### src/rtl/adder_share_arb.sv
// Round-robin arbiter sharing one combinational adder among NREQ requesters; 2-cycle accept-to-response latency, 3-cycle period.
// Backpressure: rsp_ready low holds the response and blocks all new grants until the handshake completes.
module adder_share_arb #(
  parameter int W = 8,
  parameter int NREQ = 4,
  localparam int ID_W = $clog2(NREQ)
) (
  input  logic              clk,
  input  logic              rst,
  input  logic [NREQ-1:0]   req_valid,
  output logic [NREQ-1:0]   req_ready,
  input  logic [NREQ*W-1:0] req_a,
  input  logic [NREQ*W-1:0] req_b,
  output logic [W-1:0]      add_a,
  output logic [W-1:0]      add_b,
  input  logic [W:0]        add_s,
  output logic              rsp_valid,
  input  logic              rsp_ready,
  output logic [ID_W-1:0]   rsp_id,
  output logic [W:0]        rsp_sum
);

  typedef enum logic [1:0] {IDLE, ADD, RESP} state_e;

  state_e          state_q, state_d;
  logic [ID_W-1:0] ptr_q, ptr_d;
  logic [W-1:0]    add_a_q, add_a_d;
  logic [W-1:0]    add_b_q, add_b_d;
  logic            rsp_valid_q, rsp_valid_d;
  logic [ID_W-1:0] rsp_id_q, rsp_id_d;
  logic [W:0]      rsp_sum_q, rsp_sum_d;

  logic            gnt_vld;
  logic [ID_W-1:0] gnt_id;

  // Search starts just after the last winner; ID_W-bit wrap is the modulo since NREQ is a power of two.
  always_comb begin
    logic [ID_W-1:0] cand;
    gnt_vld = 1'b0;
    gnt_id  = '0;
    cand    = '0;
    for (int k = 1; k <= NREQ; k++) begin
      cand = ptr_q + ID_W'(k);
      if (!gnt_vld && req_valid[cand]) begin
        gnt_vld = 1'b1;
        gnt_id  = cand;
      end
    end
  end

  always_ff @(posedge clk) begin
    if (rst) begin
      state_q     <= IDLE;
      ptr_q       <= ID_W'(NREQ - 1);
      add_a_q     <= '0;
      add_b_q     <= '0;
      rsp_valid_q <= 1'b0;
      rsp_id_q    <= '0;
      rsp_sum_q   <= '0;
    end else begin
      state_q     <= state_d;
      ptr_q       <= ptr_d;
      add_a_q     <= add_a_d;
      add_b_q     <= add_b_d;
      rsp_valid_q <= rsp_valid_d;
      rsp_id_q    <= rsp_id_d;
      rsp_sum_q   <= rsp_sum_d;
    end
  end

  always_comb begin
    state_d     = state_q;
    ptr_d       = ptr_q;
    add_a_d     = add_a_q;
    add_b_d     = add_b_q;
    rsp_valid_d = rsp_valid_q;
    rsp_id_d    = rsp_id_q;
    rsp_sum_d   = rsp_sum_q;
    case (state_q)
      IDLE: begin
        if (gnt_vld) begin
          state_d  = ADD;
          ptr_d    = gnt_id;
          rsp_id_d = gnt_id;
          add_a_d  = req_a[int'(gnt_id)*W +: W];
          add_b_d  = req_b[int'(gnt_id)*W +: W];
        end
      end
      ADD: begin
        state_d     = RESP;
        rsp_sum_d   = add_s;
        rsp_valid_d = 1'b1;
      end
      RESP: begin
        if (rsp_ready) begin
          state_d     = IDLE;
          rsp_valid_d = 1'b0;
        end
      end
      default: state_d = IDLE;
    endcase
  end

  always_comb begin
    req_ready = '0;
    if (state_q == IDLE && !rst && gnt_vld) begin
      req_ready[gnt_id] = 1'b1;
    end
  end

  assign add_a     = add_a_q;
  assign add_b     = add_b_q;
  assign rsp_valid = rsp_valid_q;
  assign rsp_id    = rsp_id_q;
  assign rsp_sum   = rsp_sum_q;

endmodule

### config.mk
export PLATFORM = sky130hd
export DESIGN_NAME = adder_share_arb
export DESIGN_NICKNAME = d
export VERILOG_FILES = /design/src/rtl/adder_share_arb.sv
export SDC_FILE = /design/constraint.sdc
export NUM_CORES = 1
export LEC_CHECK = 0
export ABC_AREA = 1
export CORE_MARGIN = 4
export CORE_UTILIZATION = 39
export DETAILED_ROUTE_END_ITERATION = 10
export PLACE_DENSITY = 0.84
export REMOVE_ABC_BUFFERS = 1
export SYNTH_ARGS = -nofsm -noshare
export SYNTH_HDL_FRONTEND = slang
export SYNTH_SLANG_ARGS = --single-unit
### constraint.sdc
create_clock -name clk -period 6.1 [get_ports clk]
set_input_delay 1.83 -clock clk [delete_from_list [all_inputs] [get_ports clk]]
set_output_delay 1.83 -clock clk [all_outputs]
set_load 0.03 [all_outputs]
Word-level counts from Yosys, hierarchy flattened
Cells that the tools add are included.

Bits in registers: 32. Input bits: 80. Output and inout bits: 32.

$add $sub $neg: 3. $lt $le $gt $ge: 6. Equal/unequal tests: 4. Shift operators: 2. Muxes and demuxes: 24. Reductions and logical operators: 15.

Operators by type and width (number): $shiftx A32 B6 Y8 (2); $lt A2 B3 Y1 const B (5); $mux W2 (6); $mux W1 (10); $bmux W1 S2 (4); $logic_and A1 B1 Y1 (6); $pmux W2 S3 (1); $reduce_and A2 Y1 (3); $add A2 B2 Y2 const B (2); $logic_not A1 Y1 (4); $mux W4 (1); $ne A2 B2 Y1 const B (2); $add A2 B1 Y2 const B (1); $demux W1 S2 (1); $eq A2 B1 Y1 const B (1); $eq A2 B2 Y1 const B (1); $ge A2 B1 Y1 const B (1); $logic_not A2 Y1 (1); $pmux W1 S2 (1); $reduce_bool A2 Y1 (1).

Longest topological paths before layout
Word-level depth: 18. Depth in mapped cells: 16. Depth with buffers taken out: 14.

Least setup slack after synthesis
OpenSTA, ideal clock, no wires.

Kind: input -> output. From: input req_valid[2]. To: output req_ready[1]. Data arrival time: 3.320 ns. Slack: 0.950 ns. Stages: 9. Path buffers: 1. Cells stage by stage: nand2_1 > nand2_1 > nand2_1 > nand2_2 > inv_2 > nand3_1 > nand3_4 > buf_4 > nor3_1.

Cells in the longest elaborated chain, start to end: 17. Elaborated cells between the ends (all ways): 29.

Ends and longest elaborated chain: start: declaration (line 10) `input logic [NREQ-1:0] req_valid,`; $bmux W1 S2 (line 44) `if (!gnt_vld && req_valid[cand]) begin`; $mux W1 (implied by the code) (line 44); $mux W1 (line 44); $logic_not A1 Y1 (line 44); $logic_and A1 B1 Y1 (line 44); $mux W1 (line 44); $logic_not A1 Y1 (line 44); $logic_and A1 B1 Y1 (line 44); $mux W1 (line 44); $logic_not A1 Y1 (line 44); $logic_and A1 B1 Y1 (line 44); $mux W2 (line 44); $lt A2 B3 Y1 (implied by the code) or $ge A2 B1 Y1 (tied branches) (line 107) `req_ready[gnt_id] = 1'b1;`; $logic_and A1 B1 Y1 (implied by the code) (line 107); $mux W1 (implied by the code) (line 107); $demux W1 S2 (line 107); $mux W4 (*) (line 106) `if (state_q == IDLE && !rst && gnt_vld) begin`; end: declaration (line 11) `output logic [NREQ-1:0] req_ready,`.

Mark *: on every way between the ends. The rest lies on a longest branch, timed or not. The select of a mux whose other input is x is not followed.

Final worst setup path
From: input req_valid[0]. To: output req_ready[0].

The elaborated chain is that of the path after synthesis.

==> key figures <==
Run status
  – Status: completed

GRT
  – Largest net degree at the start of global routing: 37
  – First-pass GRT wire length: 9410 µm
  – Vias in the first global route: 2140
  – Gr ovfl total: 0
  – Total GRT Usage: 0.187
  – Initial antenna violation count: 0

Routing
  – Number of vias per cell: 4.90
  – Vias: 2360
  – Initial DRT Pass Iterations: 6
  – Average wire per standard cell: roughly 13 µm
  – First-iteration detailed-routing DRC count: 87
  – WL final: 6030 µm
  – Final antenna-violating net count: 0
  – Residual DRC: 0

Power and ir drop
  – Comb pwr share: 0.727
  – Internal: 0.000869 W
  – PD cells: 588 nW/µm²
  – Sequential power share: 0.182
  – Clk pwr share: 0.091
  – VDD IR max: 0.250 mV
  – Switching pwr: 0.000990 W
  – Sw frac: 0.532
  – Static Leak: 1.38 nW

Flow run
  – Max-cap violations: 0

Floorplanning
  – I/O pin cnt: ~110
  – Initial core utilization: 0.409
  – DIE AREA: 6210 µm²
  – Die H: approximately 79 µm
  – Die width: just under 80 µm
  – Core ar.: 4790 µm²
  – Rows: 25

Synth
  – Gate Count Post-Synth: 307
  – Top post-synthesis cells by count: 70 x nand3_1, 67 x nand2_1, 55 x nor2_1, 32 x dfxtp_1, 25 x o21ai_0
  – Top-area cell type share of the netlist area: 0.327
  – Mapped cell area: between 1500 and 2000 µm²
  – Count leader, synth: nand3_1
  – #FFs+latches synth: 32
  – Syn Area/Cell: 6.37 µm²
  – Prevailing post-synth register cell: dfxtp_1
  – Ys async rst share: 0
  – Largest cells by area after synthesis: dfxtp_1 33%, nand3_1 18%, nand2_1 13%, nor2_1 11%, o21ai_0 6.4%
  – Synth cell types: 25
  – Register area share after synthesis: 0.327
  – Synth area leader: dfxtp_1
  – Post-synth EDFFs: 0
  – Synth warn: 0

Clock network
  – Clk buf depth: 2
  – Num Clock Sinks: 32
  – Clock root cell: clkbuf_8
  – Setup Fix Bufs, Post-CTS: 0
  – Post-cts sizing count: 0
  – CTS buffer count: 5
  – # H-tree levels: 2
  – TritonCTS clock tree: done
  – Insertion delay to the later sink of the worst-skew pair: about 0.29 ns
  – Clock slew at reported path FFs: 0.06 ns
  – Post-CTS Hold Buffers: 0

Place
  – Area post-placement: 3070 µm²
  – Final GP Congestion: 0.808
  – Port bufs: 111
  – Dpl hpwl: 4620 µm

STA
  – Hold Vio Cnt, Final: 0
  – RSZ-0062 raised after global routing: false
  – Clock Skews: between 0.01 and 0.015 ns
  – Part of the cycle the worst path needs: 0.888
  – Fin Setup TNS: 0 ns
  – Min cycle time layout: 5.42 ns
  – Final-report setup violation count: 0
  – Slew Viols, Final: 0
  – Max-slew headroom: 0.609
  – Worst-margin pin slew: 0.584 ns
  – Max Freq: approximately 0.18 GHz

Critical path
  – Worst path top cell family by delay: simple AND/OR/NAND/NOR gates
  – CP most frequent cell: nand2_1
  – Critical path class: in2out
  – Startpoint class of the critical path: input port
  – Arrival time worst endpoint: roughly 3.6 ns
  – Critical path required time: roughly 4.3 ns
  – Worst path cell trace: clkdlybuf4s50_1, nand2_1, nand2_1, nand2_1, nand2_1, inv_1, nand3_2, nand3_2, nor3_1, buf_4
  – CP max stage delay: 0.50 ns
  – Reg-to-reg setup timing slack: around 4.0 ns
  – CP endpoint kind: output port
  – Worst Path Max Fanout: 14
  – Buffers & Inverters on Critical Path: 3
  – Critical Path Slowest Stage Cell: clkdlybuf4s50_1

Finish
  – ANT cells: 0
  – Area Overhead vs Synth: 61.4%
  – Filler cells: 453
  – Final nets: 494
  – Final Cell Area: ~3200 µm²
  – Share of post-route cells with drive strength above 1: 0.0867

Hold path
  – Hold Crit Class: reg2reg
## worst paths after layout
kind                              startpoint            to  depth (start not counted)
worst max register to register      ptr_q[0]      add_a[1]                         12
worst min-delay path               rsp_id[1]     rsp_id[1]                          2
worst min register to register     rsp_id[1]     rsp_id[1]                          2
worst max-delay path            req_valid[0]  req_ready[0]                         10
## per-layer routing
metal,GRT usage,up-vias,part of all wire
li1,-,1227,-
met5,0,-,0
met2,0.330,98,0.48
met4,0.0653,0,0.017
met3,0.0533,10,0.084
met1,0.214,1025,0.42
## area by class of cell
cell class                 instances  area, µm²  share of cell area
timing repair buffer             117       1150               0.363
multi-input combinational        243       1130               0.359
sequential                        32        641               0.203
tap                               67       83.8              0.0265
clock buffer                       6       82.6              0.0261
inverter                          15       61.3              0.0194
clock inverter                     2       10.0             0.00317
## worst reg2reg max path: cells and delay by family, from the launching register on
family / cells / cell delay, ns
AND/OR/NAND/NOR: 10 / 1.11
buffers and inverters: 2 / 0.37
flip-flops: 1 / 0.58
## metrics by stage
stage | hold slack [ns] | worst slack [ns] | cells | total power [W] | utilization
CTS | 0.472 | 0.681 | 482 | 0.00188 | 0.660
global route | 0.513 | 0.510 | 482 | 0.00203 | 0.660
floorplan | 0.468 | 0.737 | 290 | 0.00125 | -
global placement | 0.458 | 0.782 | 474 | 0.00167 | 0.641
finish | 0.474 | 0.683 | 482 | 0.00186 | 0.660
detailed placement | 0.464 | 0.687 | 474 | 0.00170 | 0.641
## layout by cell type (no fill, tap or decap)
master             n
nand4_1            1
nor2_4             4
dfxtp_1           32
o211ai_1           2
nand3b_1           1
a311oi_1           1
clkinv_1           1
a21oi_1            4
nand3_1           70
o21ai_0           25
buf_4             10
nor2_1            55
clkbuf_8           6
nand3_2            3
clkinv_2           2
nor3_1             4
inv_2              4
nand2_2            4
clkdlybuf4s50_1  107
inv_6              1
nand2_1           67
inv_1              9
nor2_2             1
nand3_4            1
## flip-flops by register name, indices dropped and copies added, names as in the netlist
signal / cells
add_a: 8
add_b: 8
ptr_q: 2
rsp_id: 2
rsp_sum: 9
rsp_valid: 1
state_q: 2
## power by group through the flow
stage / Sequential (W) / Combinational, W / Clock [W]
6_report: 0.000339 / 0.00135 / 0.000170
5_1_grt: 0.000349 / 0.00150 / 0.000181
4_1_cts: 0.000338 / 0.00136 / 0.000173
3_5_place_dp: 0.000342 / 0.00136 / 0
3_3_place_gp: 0.000339 / 0.00133 / 0
2_1_floorplan: 0.000470 / 0.000783 / 0
## cell families (layout without fill, tap and decap cells)
| family | Yosys count | in the layout | synth area share |
|---|---|---|---|
| AOI/OAI and AO/OA | 32 | 32 | 0.0863 |
| buffers and inverters | 32 | 140 | 0.0927 |
| DFF | 32 | 32 | 0.327 |
| and+or+nand+nor | 211 | 211 | 0.494 |
No activity file was read; power rests on OpenSTA's default activity.
